<file path="config.mk">
export PLATFORM = sky130hd
export DESIGN_NAME = p_uart_frame_parse
export DESIGN_NICKNAME = d
export VERILOG_FILES = /design/src/rtl/p_uart_frame_parse_pkg.sv /design/src/rtl/p_frame_chk.sv /design/src/rtl/p_uart_frame_parse.sv
export SDC_FILE = /design/constraint.sdc
export NUM_CORES = 1
export LEC_CHECK = 0
export CAP_MARGIN = 30
export CORE_ASPECT_RATIO = 1.75
export CORE_MARGIN = 2
export CORE_UTILIZATION = 50
export CTS_BUF_LIST = sky130_fd_sc_hd__clkbuf_8
export DETAILED_ROUTE_END_ITERATION = 8
export PLACE_DENSITY = 0.74
export SLEW_MARGIN = 20
export SYNTH_ARGS = -nofsm -noshare
export SYNTH_HDL_FRONTEND = slang
export SYNTH_SLANG_ARGS = --single-unit
</file>
<file path="constraint.sdc">
create_clock -name sys_clk -period 12.78 [get_ports sys_clk]
set_input_delay 2.556 -clock sys_clk [delete_from_list [all_inputs] [get_ports sys_clk]]
set_output_delay 2.556 -clock sys_clk [all_outputs]
set_load 0.005 [all_outputs]
</file>
<file path="src/rtl/p_uart_frame_parse_pkg.sv">
// Shared constants, state encodings and byte helper for the UART packet parser slice.
package p_uart_frame_parse_pkg;

   localparam logic [7:0] SYNC_BYTE_DEF = 8'hA5;
   localparam int         MAX_LEN_DEF   = 12;

   localparam logic [1:0] ERR_SYNC = 2'b01;
   localparam logic [1:0] ERR_LEN  = 2'b10;
   localparam logic [1:0] ERR_CSUM = 2'b11;

   typedef enum logic [1:0] {
      ST_IDLE   = 2'd0,
      ST_CHECK  = 2'd1,
      ST_STREAM = 2'd2
   } state_t;

   // Byte k of a packet; byte 0 sits in the low bits.
   function automatic logic [7:0] pkt_byte(input logic [127:0] pkt, input logic [3:0] k);
      return pkt[{k, 3'b000} +: 8];
   endfunction

endpackage

</file>
<file path="src/rtl/p_frame_chk.sv">
// Combinational framing checker: sync byte, length bound and 8-bit wrapping checksum.
module p_frame_chk
   import p_uart_frame_parse_pkg::*;
#(
   parameter logic [7:0] SYNC_BYTE = SYNC_BYTE_DEF,
   parameter int         MAX_LEN   = MAX_LEN_DEF
) (
   input  logic [127:0] pkt,
   output logic         sync_ok,
   output logic         len_ok,
   output logic         csum_ok
);

   logic [7:0] sum;

   always_comb begin
      sum = 8'd0;
      for (int k = 0; k < 15; k++) begin
         sum = sum + pkt[8*k +: 8];
      end
   end

   assign sync_ok = (pkt[7:0] == SYNC_BYTE);
   assign len_ok  = (pkt[23:16] <= 8'(MAX_LEN));
   assign csum_ok = (sum == pkt[127:120]);

endmodule

</file>
<file path="src/rtl/p_uart_frame_parse.sv">
// UART packet framing parser with one-packet skid slot and payload byte stream.
// Optional statistics counters are enabled by defining P_UART_FRAME_STATS_EN.
module p_uart_frame_parse
   import p_uart_frame_parse_pkg::*;
#(
   parameter logic [7:0] SYNC_BYTE = SYNC_BYTE_DEF,
   parameter int         MAX_LEN   = MAX_LEN_DEF
) (
   input  logic         sys_clk,
   input  logic         sys_rst_n,
   input  logic [127:0] frame_in,
   input  logic         frame_valid,
   output logic [7:0]   cmd_out,
   output logic         cmd_valid,
   output logic [7:0]   m_data,
   output logic         m_valid,
   input  logic         m_ready,
   output logic         m_last,
   output logic         frame_err,
   output logic [1:0]   err_code,
   output logic         busy,
`ifdef P_UART_FRAME_STATS_EN
   output logic [15:0]  good_cnt,
   output logic [15:0]  bad_cnt,
`endif
   output logic         overrun
);

   state_t       state, state_nxt;
   logic [127:0] work_pkt;
   logic [127:0] skid_pkt;
   logic         skid_full;
   logic [3:0]   idx;
   logic [7:0]   work_len;
   logic         sync_ok, len_ok, csum_ok;
   logic         pkt_bad;
   logic [1:0]   err_sel;
   logic         load_from_skid, load_from_in;
   logic         skid_store, overrun_nxt;

   p_frame_chk #(
      .SYNC_BYTE (SYNC_BYTE),
      .MAX_LEN   (MAX_LEN)
   ) u_chk (
      .pkt     (work_pkt),
      .sync_ok (sync_ok),
      .len_ok  (len_ok),
      .csum_ok (csum_ok)
   );

   assign work_len = work_pkt[23:16];
   assign pkt_bad  = !(sync_ok && len_ok && csum_ok);
   assign err_sel  = !sync_ok ? ERR_SYNC : (!len_ok ? ERR_LEN : ERR_CSUM);

   always_ff @(posedge sys_clk or negedge sys_rst_n) begin
      if (!sys_rst_n) state <= ST_IDLE;
      else            state <= state_nxt;
   end

   // A waiting skid packet always wins over a fresh arrival when IDLE picks up work.
   always_comb begin
      state_nxt      = state;
      load_from_skid = 1'b0;
      load_from_in   = 1'b0;
      m_valid        = 1'b0;
      m_data         = 8'd0;
      m_last         = 1'b0;
      case (state)
         ST_IDLE: begin
            if (skid_full) begin
               load_from_skid = 1'b1;
               state_nxt      = ST_CHECK;
            end else if (frame_valid) begin
               load_from_in = 1'b1;
               state_nxt    = ST_CHECK;
            end
         end
         ST_CHECK: begin
            if (pkt_bad || work_len == 8'd0) state_nxt = ST_IDLE;
            else                             state_nxt = ST_STREAM;
         end
         ST_STREAM: begin
            m_valid = 1'b1;
            m_data  = pkt_byte(work_pkt, 4'd3 + idx);
            m_last  = ({4'd0, idx} == work_len - 8'd1);
            if (m_ready && m_last) state_nxt = ST_IDLE;
         end
         default: state_nxt = ST_IDLE;
      endcase
   end

   // The skid slot can refill in the same cycle that IDLE drains it.
   assign skid_store  = frame_valid && !load_from_in && (!skid_full || load_from_skid);
   assign overrun_nxt = frame_valid && !load_from_in && skid_full && !load_from_skid;
   assign busy        = (state != ST_IDLE) || skid_full;

   always_ff @(posedge sys_clk or negedge sys_rst_n) begin
      if (!sys_rst_n) begin
         work_pkt  <= '0;
         skid_pkt  <= '0;
         skid_full <= 1'b0;
         idx       <= 4'd0;
         cmd_out   <= 8'd0;
         cmd_valid <= 1'b0;
         frame_err <= 1'b0;
         err_code  <= 2'b00;
         overrun   <= 1'b0;
      end else begin
         cmd_valid <= 1'b0;
         frame_err <= 1'b0;
         overrun   <= overrun_nxt;
         if (load_from_skid)    work_pkt <= skid_pkt;
         else if (load_from_in) work_pkt <= frame_in;
         if (skid_store) begin
            skid_pkt  <= frame_in;
            skid_full <= 1'b1;
         end else if (load_from_skid) begin
            skid_full <= 1'b0;
         end
         if (state == ST_CHECK) begin
            idx <= 4'd0;
            if (pkt_bad) begin
               frame_err <= 1'b1;
               err_code  <= err_sel;
            end else begin
               cmd_valid <= 1'b1;
               cmd_out   <= work_pkt[15:8];
            end
         end else if (m_valid && m_ready) begin
            idx <= idx + 4'd1;
         end
      end
   end

`ifdef P_UART_FRAME_STATS_EN
   logic [1:0]  bad_inc;
   logic [16:0] bad_sum;

   assign bad_inc = {1'b0, frame_err} + {1'b0, overrun};
   assign bad_sum = {1'b0, bad_cnt} + {15'd0, bad_inc};

   // Both counters saturate rather than wrap.
   always_ff @(posedge sys_clk or negedge sys_rst_n) begin
      if (!sys_rst_n) begin
         good_cnt <= 16'd0;
         bad_cnt  <= 16'd0;
      end else begin
         if (cmd_valid && good_cnt != 16'hFFFF) good_cnt <= good_cnt + 16'd1;
         bad_cnt <= bad_sum[16] ? 16'hFFFF : bad_sum[15:0];
      end
   end
`endif

endmodule

</file>
==> Word-level counts from Yosys, hierarchy flattened <==
Cells that the tools add are included.
{ "totals": {"input_bits": 132, "memories": 0, "word_cells": 86, "mem_bits_ro": 0, "register_bits": 276, "output_inout_bits": 24, "ram_bits": 0, "latchBits": 0} }
{ "classes": {"addsub": 17, "n_shift": 1, "order_cmp": 1, "muxes": 25, "n_bitwise": 1, "div_mod_pow": 0, "multipliers": 0, "eq_ne": 7, "reduce_logical": 24} }
{ "ops": {"columns": ["cell", "count"], "rows": [
  ["$mux 128", 2],
  ["$shiftx 128x8->8", 1],
  ["$add 8x8->8", 14],
  ["$mux 1", 14],
  ["$mux 2", 5],
  ["$eq 4x8->1", 1],
  ["$eq 8x8->1", 1],
  ["$eq 8x8->1 const B", 1],
  ["$le 8x4->1 const B", 1],
  ["$logic_and 1x1->1", 8],
  ["$logic_not 8->1", 1],
  ["$mux 4", 2],
  ["$mux 8", 1],
  ["$reduce_bool 2->1", 4],
  ["$sub 8x1->8 const B", 1],
  ["$pmux 2 s3", 1],
  ["$reduce_and 2->1", 3],
  ["$add 2x4->4 const A", 1],
  ["$add 4x1->4 const B", 1],
  ["$logic_not 1->1", 4],
  ["$logic_or 1x1->1", 3],
  ["$ne 3x3->1 const B", 1],
  ["$eq 2x1->1 const B", 1],
  ["$eq 2x2->1 const B", 1],
  ["3 further kinds", 3]
]} }

==> Logic depth before layout (Yosys ltp) <==
Gate-level depths: netlist (run 1).
{ "logic_depth": {"depth_word": 20, "ltp_mapped": 20} }

==> Cells and area by module <==
A second synthesis (run 1) with hierarchy kept.
{ "hier_totals": {"cells_unflattened": 1279, "area_unflattened_um2": 15384.8} }
{ "by_module_without_submodules": {"columns": ["mod", "instances", "area_each_um2", "cells_each", "seq_area_each_um2"], "rows": [
  ["p_uart_frame_parse", 1, 12873.6, 1057, 6906.6],
  ["p_frame_chk", 1, 2511.2, 222, 0.0]
]} }

==> Worst setup path before layout (run 1) <==
No wires, ideal clock.
{ "synth_timing": {"path_kind": "reg2out", "start": "register idx[0]", "end": "output m_data[7]", "required_ps": 10224, "t_arrival_ps": 3605, "path_stages_with_launch": 12, "slack_ps": 6619, "path_cell_list": "dfrtp_1 -> buf_1 -> clkbuf_1 -> clkbuf_1 -> inv_1 -> ha_1 -> clkbuf_1 -> buf_2 -> buf_2 -> mux4_1 -> mux2i_1 -> a211oi_1"} }
{ "synth_via": {"elab_chain_len": 3} }
{ "synth_lines": {"columns": ["item", "line", "text"], "rows": [
  ["from (decl)", "p_uart_frame_parse.sv:33", "logic [3:0] idx;"],
  ["from (signal assigned)", "p_uart_frame_parse.sv:130", "idx <= idx + 4'd1;"],
  ["$add 2x4->4", "p_uart_frame_parse.sv:84", "m_data = pkt_byte(work_pkt, 4'd3 + idx);"],
  ["$shiftx 128x8->8", "p_uart_frame_parse_pkg.sv:19", "return pkt[{k, 3'b000} +: 8];"],
  ["$mux 8", "p_uart_frame_parse.sv:68", "case (state)"],
  ["to (decl)", "p_uart_frame_parse.sv:15", "output logic [7:0] m_data,"]
]} }
Every way passes these cells.

==> Final worst setup path (run 1) <==
{ "layout_timing": {"start": "register idx[1]", "end": "output m_data[4]"} }
The elaborated chain is that of the path after synthesis.

==> impl_results.md, run 1 <==
* Die height at 234 um
* Initial antenna violation count at 1
* DP HPWL at 27,200 um
* Sw Pwr at 542 uW
* Final clock period utilization by the worst path at 49.1%
* Clock sinks at 276
* Post-CTS Setup Inserts at 0
* Vias post-DR at 9,795
* CTS root buffer: clkbuf_8
* Distinct cells, synth at 40
* Longest Clk Path Bufs at 3
* CP Class: register to output pin
* Path depth of the worst reg2reg path at 17
* Drt first pass iters at 4
* Crit path required time at 10,220 ps
* HP Class: register to register
* Crit. Startpoint: idx[1]$_DFFE_PN0P_
* Vias/cell at 5.44
* Max-Cap Viols at 0
* Internal power at 1.52 mW
* Endpoint, Worst Hold: skid_pkt[109]$_DFFE_PN0P_
* Post-synth EDFFs at 0
* Worst slew pin tran at 1010 ps
* Fin Setup TNS at 0 ps
* H-tree depth at 2
* Setup crit end kind: output pin
* DRC at 0
* Core area at 0.0300 mm2
* Fraction of registers with async set/reset at 100%
* Die Wd at 135 um
* Flop pwr share at 45.1%
* Share of the yosys chip area belonging to registers at 45.7%
* Final WL at 36,400 um
* Max stage delay on crit path at 770 ps
* Share of layout cells above drive strength 1 at 18.0%
* Synthesized area at 0.0151 mm2
* Die area at 0.0317 mm2
* Fillcell total at 2,462
* Final GP Congestion at 0.907
* Cts repair resizes at 0
* Mapped Cells at 1,242
* Final Setup Violations at 0
* Ports at 156
* Post-route insts no fill at 1,800
* P per Cell Area at 114 mW/mm2
* Min cycle time layout at 6270 ps
* Clock share of power at 37.4%
* Data arrival, critical path at 3710 ps
* Hold Buf Count CTS at 0
* FF+latch count, synth at 276
* Core Rows at 84
* Gr usage total at 23.7%
* Main synth FF type: dfrtp_1
* Final Hold Fails at 0
* Critical R2R Capture: cmd_out[5]$_DFFE_PN0P_
* Max Clk Rate at 0.160 GHz
* Combinational Power Share at 17.5%
* VDD IR max at 0.104 mV
* Unrepaired setup endpoints after global routing: no
* Vias in the first global route at 10,400
* Ys Warns at 0
* Most used cell, CP: a211oi_1
* R2R Path Start: work_pkt[18]$_DFFE_PN0P_
* CTS tree: yes
* Grt ovf at 0
* Worst path cell trace: inv_1, ha_2, buf_16, mux4_2, nor2b_1, a211oi_1, a211oi_1, clkdlybuf4s50_1
* Synthesis-to-finish area growth at 19.1%
* Beginning of the worst hold path: skid_pkt[109]$_DFFE_PN0P_
* Syn nets at 1,471
* Slew Limit Fails at 0
* Wire per inst at 20.2 um
* CP Launch Type: register
* Worst skew pair latency at 570 ps
* Initial Util at 50.5%
* Most frequent cells in the layout: dfrtp_1, clkdlybuf4s50_1, mux2i_1, nand2_1
* Leakage at 7.69 nW
* Switching Share at 26.3%
* Slew HR at 32.4%
* Flop2flop setup slack at 6770 ps
* Hold depth at 1
* Outcome: finished, final reports clean
* Total CTS buffers at 41
* Largest net degree at the start of global routing at 131
* Layout Nets at 1,612
* Port-buffer cells at 155
* Dpl cells at 1,724
* Crit path max fanout at 18
* Crit path max-delay family: buffers and inverters
* Crit path depth at 8
* Clk slew on worst S/H paths at 70 ps
* Critical path's slowest cell: ha_2
* CP bufs+invs at 3
* Clock Skew at 35.4 ps
* First-pass GRT wire length at 56,800 um
* DRT antenna net count at 0
* Synth Area per Inst at 12.2 um2
* DR iter-0 viols at 525
* Commonest non-fill, non-tap cell in the layout: dfrtp_1
* Worst hold margin at 505 ps
==> layer usage <==
| layer | track usage (%) | wire length [um] |
|---|---|---|
| met1 | 27.1 | 13000 |
| met2 | 43.2 | 19700 |
| met3 | 3.16 | 1650 |
| met4 | 12.1 | 2080 |
| met5 | 0 | 0 |
==> power by group through the flow <==
stage	Sequential, mW	Clock (mW)	Combinational [mW]
2_1_floorplan	0.936	0	0.187
3_3_place_gp	0.943	0	0.346
3_5_place_dp	0.945	0	0.360
4_1_cts	0.929	0.793	0.364
5_1_grt	0.933	0.825	0.392
6_report	0.930	0.770	0.360
==> sequential cells by signal, indices dropped and copies added, names as in the netlist <==
register and flops:
state 2, skid_pkt 128, work_pkt 128, err_code 2
frame_err 1, skid_full 1, cmd_out 8, cmd_valid 1
idx 4, overrun 1
==> area by class of cell <==
type | instances | area [um2] | area share (%)
clock buffers | 48 | 661 | 3.67
clock inverters | 24 | 215 | 1.19
multi-input cells | 808 | 7650 | 42.5
well taps | 387 | 484 | 2.69
diodes | 1 | 2.50 | 0.0139
flip-flops and latches | 276 | 6910 | 38.3
repair buffers | 171 | 1780 | 9.86
inverters | 85 | 319 | 1.77
==> cells in the mapped netlist, drive strengths merged, types with 2 or more instances <==
library cell | number | share of area, %
a211oi | 16 | 0.79
a21o | 5 | 0.26
a21oi | 8 | 0.26
buf | 14 | 0.41
clkbuf | 59 | 1.5
dfrtp | 276 | 46
fa | 81 | 11
ha | 16 | 1.3
inv | 85 | 2.1
mux2 | 137 | 10
mux2i | 138 | 9.1
mux4 | 32 | 4.8
nand2 | 138 | 3.4
nand3 | 4 | 0.13
nand3b | 2 | 0.099
nand4 | 3 | 0.12
nor2 | 12 | 0.30
nor2b | 9 | 0.37
nor3 | 5 | 0.24
nor4 | 4 | 0.17
nor4bb | 2 | 0.13
o21ai | 139 | 4.6
xnor2 | 35 | 2.0
xor2 | 10 | 0.58
==> worst reg2reg max path, cell delays in order (launching register included) <==
cell	delay, ps
dfrtp_1	510
fa_1	530
inv_1	50
fa_1	470
fa_1	520
fa_1	430
fa_1	490
inv_1	50
fa_1	480
ha_1	160
inv_1	60
fa_1	550
xor2_1	170
nand4_1	160
nor4_1	250
nand3_1	180
nor3_4	430
mux2_2	400
==> worst max path at each step <==
stage | to | slack (ps)
2_1_floorplan | m_data[7] | 6620
3_3_place_gp | m_data[3] | 6900
3_5_place_dp | cmd_out[5]$_DFFE_PN0P_ | 6780
4_1_cts | m_data[5] | 6450
5_1_grt | m_data[3] | 6270
6_report | m_data[4] | 6510
==> cell families (layout without fill, tap and decap cells) <==
kind of cell    count (synthesis)  after routing  share of synthesized area [%]
mux                           307            307                           24.1
flops                         276            276                           45.7
simple gates                  185            185                           5.26
compound gates                173            173                           6.18
buf+inv                       158            328                           3.98
fa+ha+maj                      97             97                           12.0
xor+xnor                       46             46                           2.76
other cells                     0              1                              0
==> through the flow <==
stage                     cell area [um2]  power (mW)  util (%)  setup WS, ps
after floorplan                     15100        1.12         -          6620
after global placement              17000        1.29      56.8          6900
after detailed placement            17100        1.31      56.9          6780
after CTS                           17900        2.09      59.9          6450
after global routing                18000        2.15      60.2          6270
final                               18000        2.06      60.2          6510
No activity file was read; power rests on OpenSTA's default activity.
==> run 2: changes to the inputs <==
==> constraint.sdc (replaced) <==
create_clock -name sys_clk -period 6.1 [get_ports sys_clk]
set_input_delay 1.22 -clock sys_clk [delete_from_list [all_inputs] [get_ports sys_clk]]
set_output_delay 1.22 -clock sys_clk [all_outputs]
set_load 0.005 [all_outputs]
==> run 2 against run 1 <==
  * Hold slack lost 0.58 ps
  * Largest power group unchanged
  * First-iteration DRC count grew 5.0%
  * Total power grew 110%
  * Core utilization is essentially flat
  * Register-to-register slack lost 6600 ps
  * Global-route usage grew 0.70 points
==> impl_results.md, run 2 (synthesis results as in run 1) <==
* Outcome: finished, final reports clean
* R2R Path Start: work_pkt[98]$_DFFE_PN0P_
* Drt first pass iters at 4
* Final WL at 37,200 um
* Data arrival, critical path at 6360 ps
* Max Clk Rate at 0.169 GHz
* Max-Cap Viols at 0
* Synthesis-to-finish area growth at 19.2%
* Min cycle time layout at 5900 ps
* Clock sinks at 276
* Final Power at 4.24 mW
* Clk slew on worst S/H paths at 60 ps
* Total CTS buffers at 42
* Die Wd at 135 um
* Gr usage total at 24.4%
* DRC at 0
* Unrepaired setup endpoints after global routing: yes
* Core Rows at 84
* Initial antenna violation count at 1
* Critical R2R Capture: cmd_out[3]$_DFFE_PN0P_
* Place WS at 104 ps
* Worst setup endpoint: cmd_out[3]$_DFFE_PN0P_
* Layout Nets at 1,625
* CTS root buffer: clkbuf_8
* CP Class: register to register
* Slew HR at 38.5%
* Worst skew pair latency at 580 ps
* Biggest regs: skid_pkt: 128 flops, work_pkt: 128 flops, cmd_out: 8 flops
* Initial Util at 50.5%
* VDD IR max at 0.224 mV
* Largest net degree at the start of global routing at 170
* Final Setup Violations at 0
* P per Cell Area at 235 mW/mm2
* Most frequent cells in the layout: dfrtp_1, clkdlybuf4s50_1, mux2i_1, nand2_1, o21ai_0
* Leakage at 7.71 nW
* Fillcell total at 2,440
* DRT antenna net count at 0
* Crit. Startpoint: work_pkt[98]$_DFFE_PN0P_
* Vias in the first global route at 10,400
* DP HPWL at 27,700 um
* Commonest non-fill, non-tap cell in the layout: dfrtp_1
* CP Launch Type: register
* Hold Buf Count CTS at 0
* Wire per inst at 20.5 um
* Core area at 0.0300 mm2
* Crit path max fanout at 9
* Slew Limit Fails at 0
* Die height at 234 um
* Vias post-DR at 9,978
* DR iter-0 viols at 551
* Path depth of the worst reg2reg path at 18
* Ports at 156
* Final Core Density at 60.2%
* First-pass GRT wire length at 57,600 um
* Vias/cell at 5.51
* Port-buffer cells at 155
* Longest Clk Path Bufs at 3
* CTS tree: yes
* H-tree depth at 2
* Flop2flop setup slack at 200 ps
* Grt ovf at 0
* Clock Skew at 15.5 ps
* Final GP Congestion at 0.921
* Final Hold Fails at 0
* Final setup margin at 200 ps
* HP Class: register to register
* Register area at 0.00691 mm2
* Area of the multi-input gates at 0.00766 mm2
* Share of layout cells above drive strength 1 at 19.0%
* Die area at 0.0317 mm2
* Worst slew pin tran at 922 ps
* Final clock period utilization by the worst path at 96.7%
* Hold depth at 1
* Setup crit end kind: register
* Crit path required time at 6560 ps
run 2: worst min path at each step:
stage | startpoint | endpoint | slack [ps]
after floorplan | skid_pkt[0]$_DFFE_PN0P_ | skid_pkt[0]$_DFFE_PN0P_ | 480
after global placement | skid_pkt[37]$_DFFE_PN0P_ | skid_pkt[37]$_DFFE_PN0P_ | 490
after detailed placement | skid_pkt[114]$_DFFE_PN0P_ | skid_pkt[114]$_DFFE_PN0P_ | 490
after CTS | skid_pkt[87]$_DFFE_PN0P_ | skid_pkt[87]$_DFFE_PN0P_ | 510
after global routing | skid_pkt[76]$_DFFE_PN0P_ | skid_pkt[76]$_DFFE_PN0P_ | 510
final | skid_pkt[85]$_DFFE_PN0P_ | skid_pkt[85]$_DFFE_PN0P_ | 500
run 2: layout make-up:
cell class / instances / share of cell area [%]
Sequential cell: 276 / 38.3
Timing Repair Buffer: 183 / 10.1
Tap cell: 387 / 2.69
Multi-Input combinational cell: 808 / 42.5
Inverter: 85 / 1.77
Antenna cell: 1 / 0.0139
Clock buffer: 55 / 4.20
Clock inverter: 16 / 0.444
run 2: per-stage QoR:
stage               TNS [ps]  cells  hold slack, ps  cell area (um2)
floorplan                  0   1242             479            15100
detailed placement         0   1736             493            17100
CTS                        0   1807             507            18000
finish                     0   1811             504            18000
global placement           0   1736             486            17100
global route           -54.4   1811             515            18000
run 2: timing repair:
action,in CTS,in global routing
buffers inserted,0,3
endpoints found under the setup margin,0,9
gates resized for setup,0,5
run 2: power by group:
part           total, mW  leakage (nW)  internal [mW]  switching [mW]
Sequential          1.95          3.74           1.90          0.0463
Clock               1.54         0.460          0.806           0.735
Combinational      0.752          3.51          0.378           0.373
Total               4.24          7.71           3.08            1.15
run 2: critical path, stage by stage (launching register included):
cell,delay (ps)
dfrtp_1,410
fa_1,550
inv_2,40
fa_1,550
fa_1,440
fa_1,510
fa_1,500
inv_1,50
fa_1,480
ha_2,180
inv_2,40
fa_1,550
xor2_1,170
nand4_1,140
nor4_1,270
nand3_1,190
nor3_4,230
buf_12,150
mux2_2,330
run 2: routing by layer:
layer	part of all wire, %	up-vias	global-route usage, %
met2	54	261	44.6
met4	5.8	0	13.5
li1	-	4564	-
met3	4.1	96	3.44
met5	0	-	0
met1	36	5057	27.2
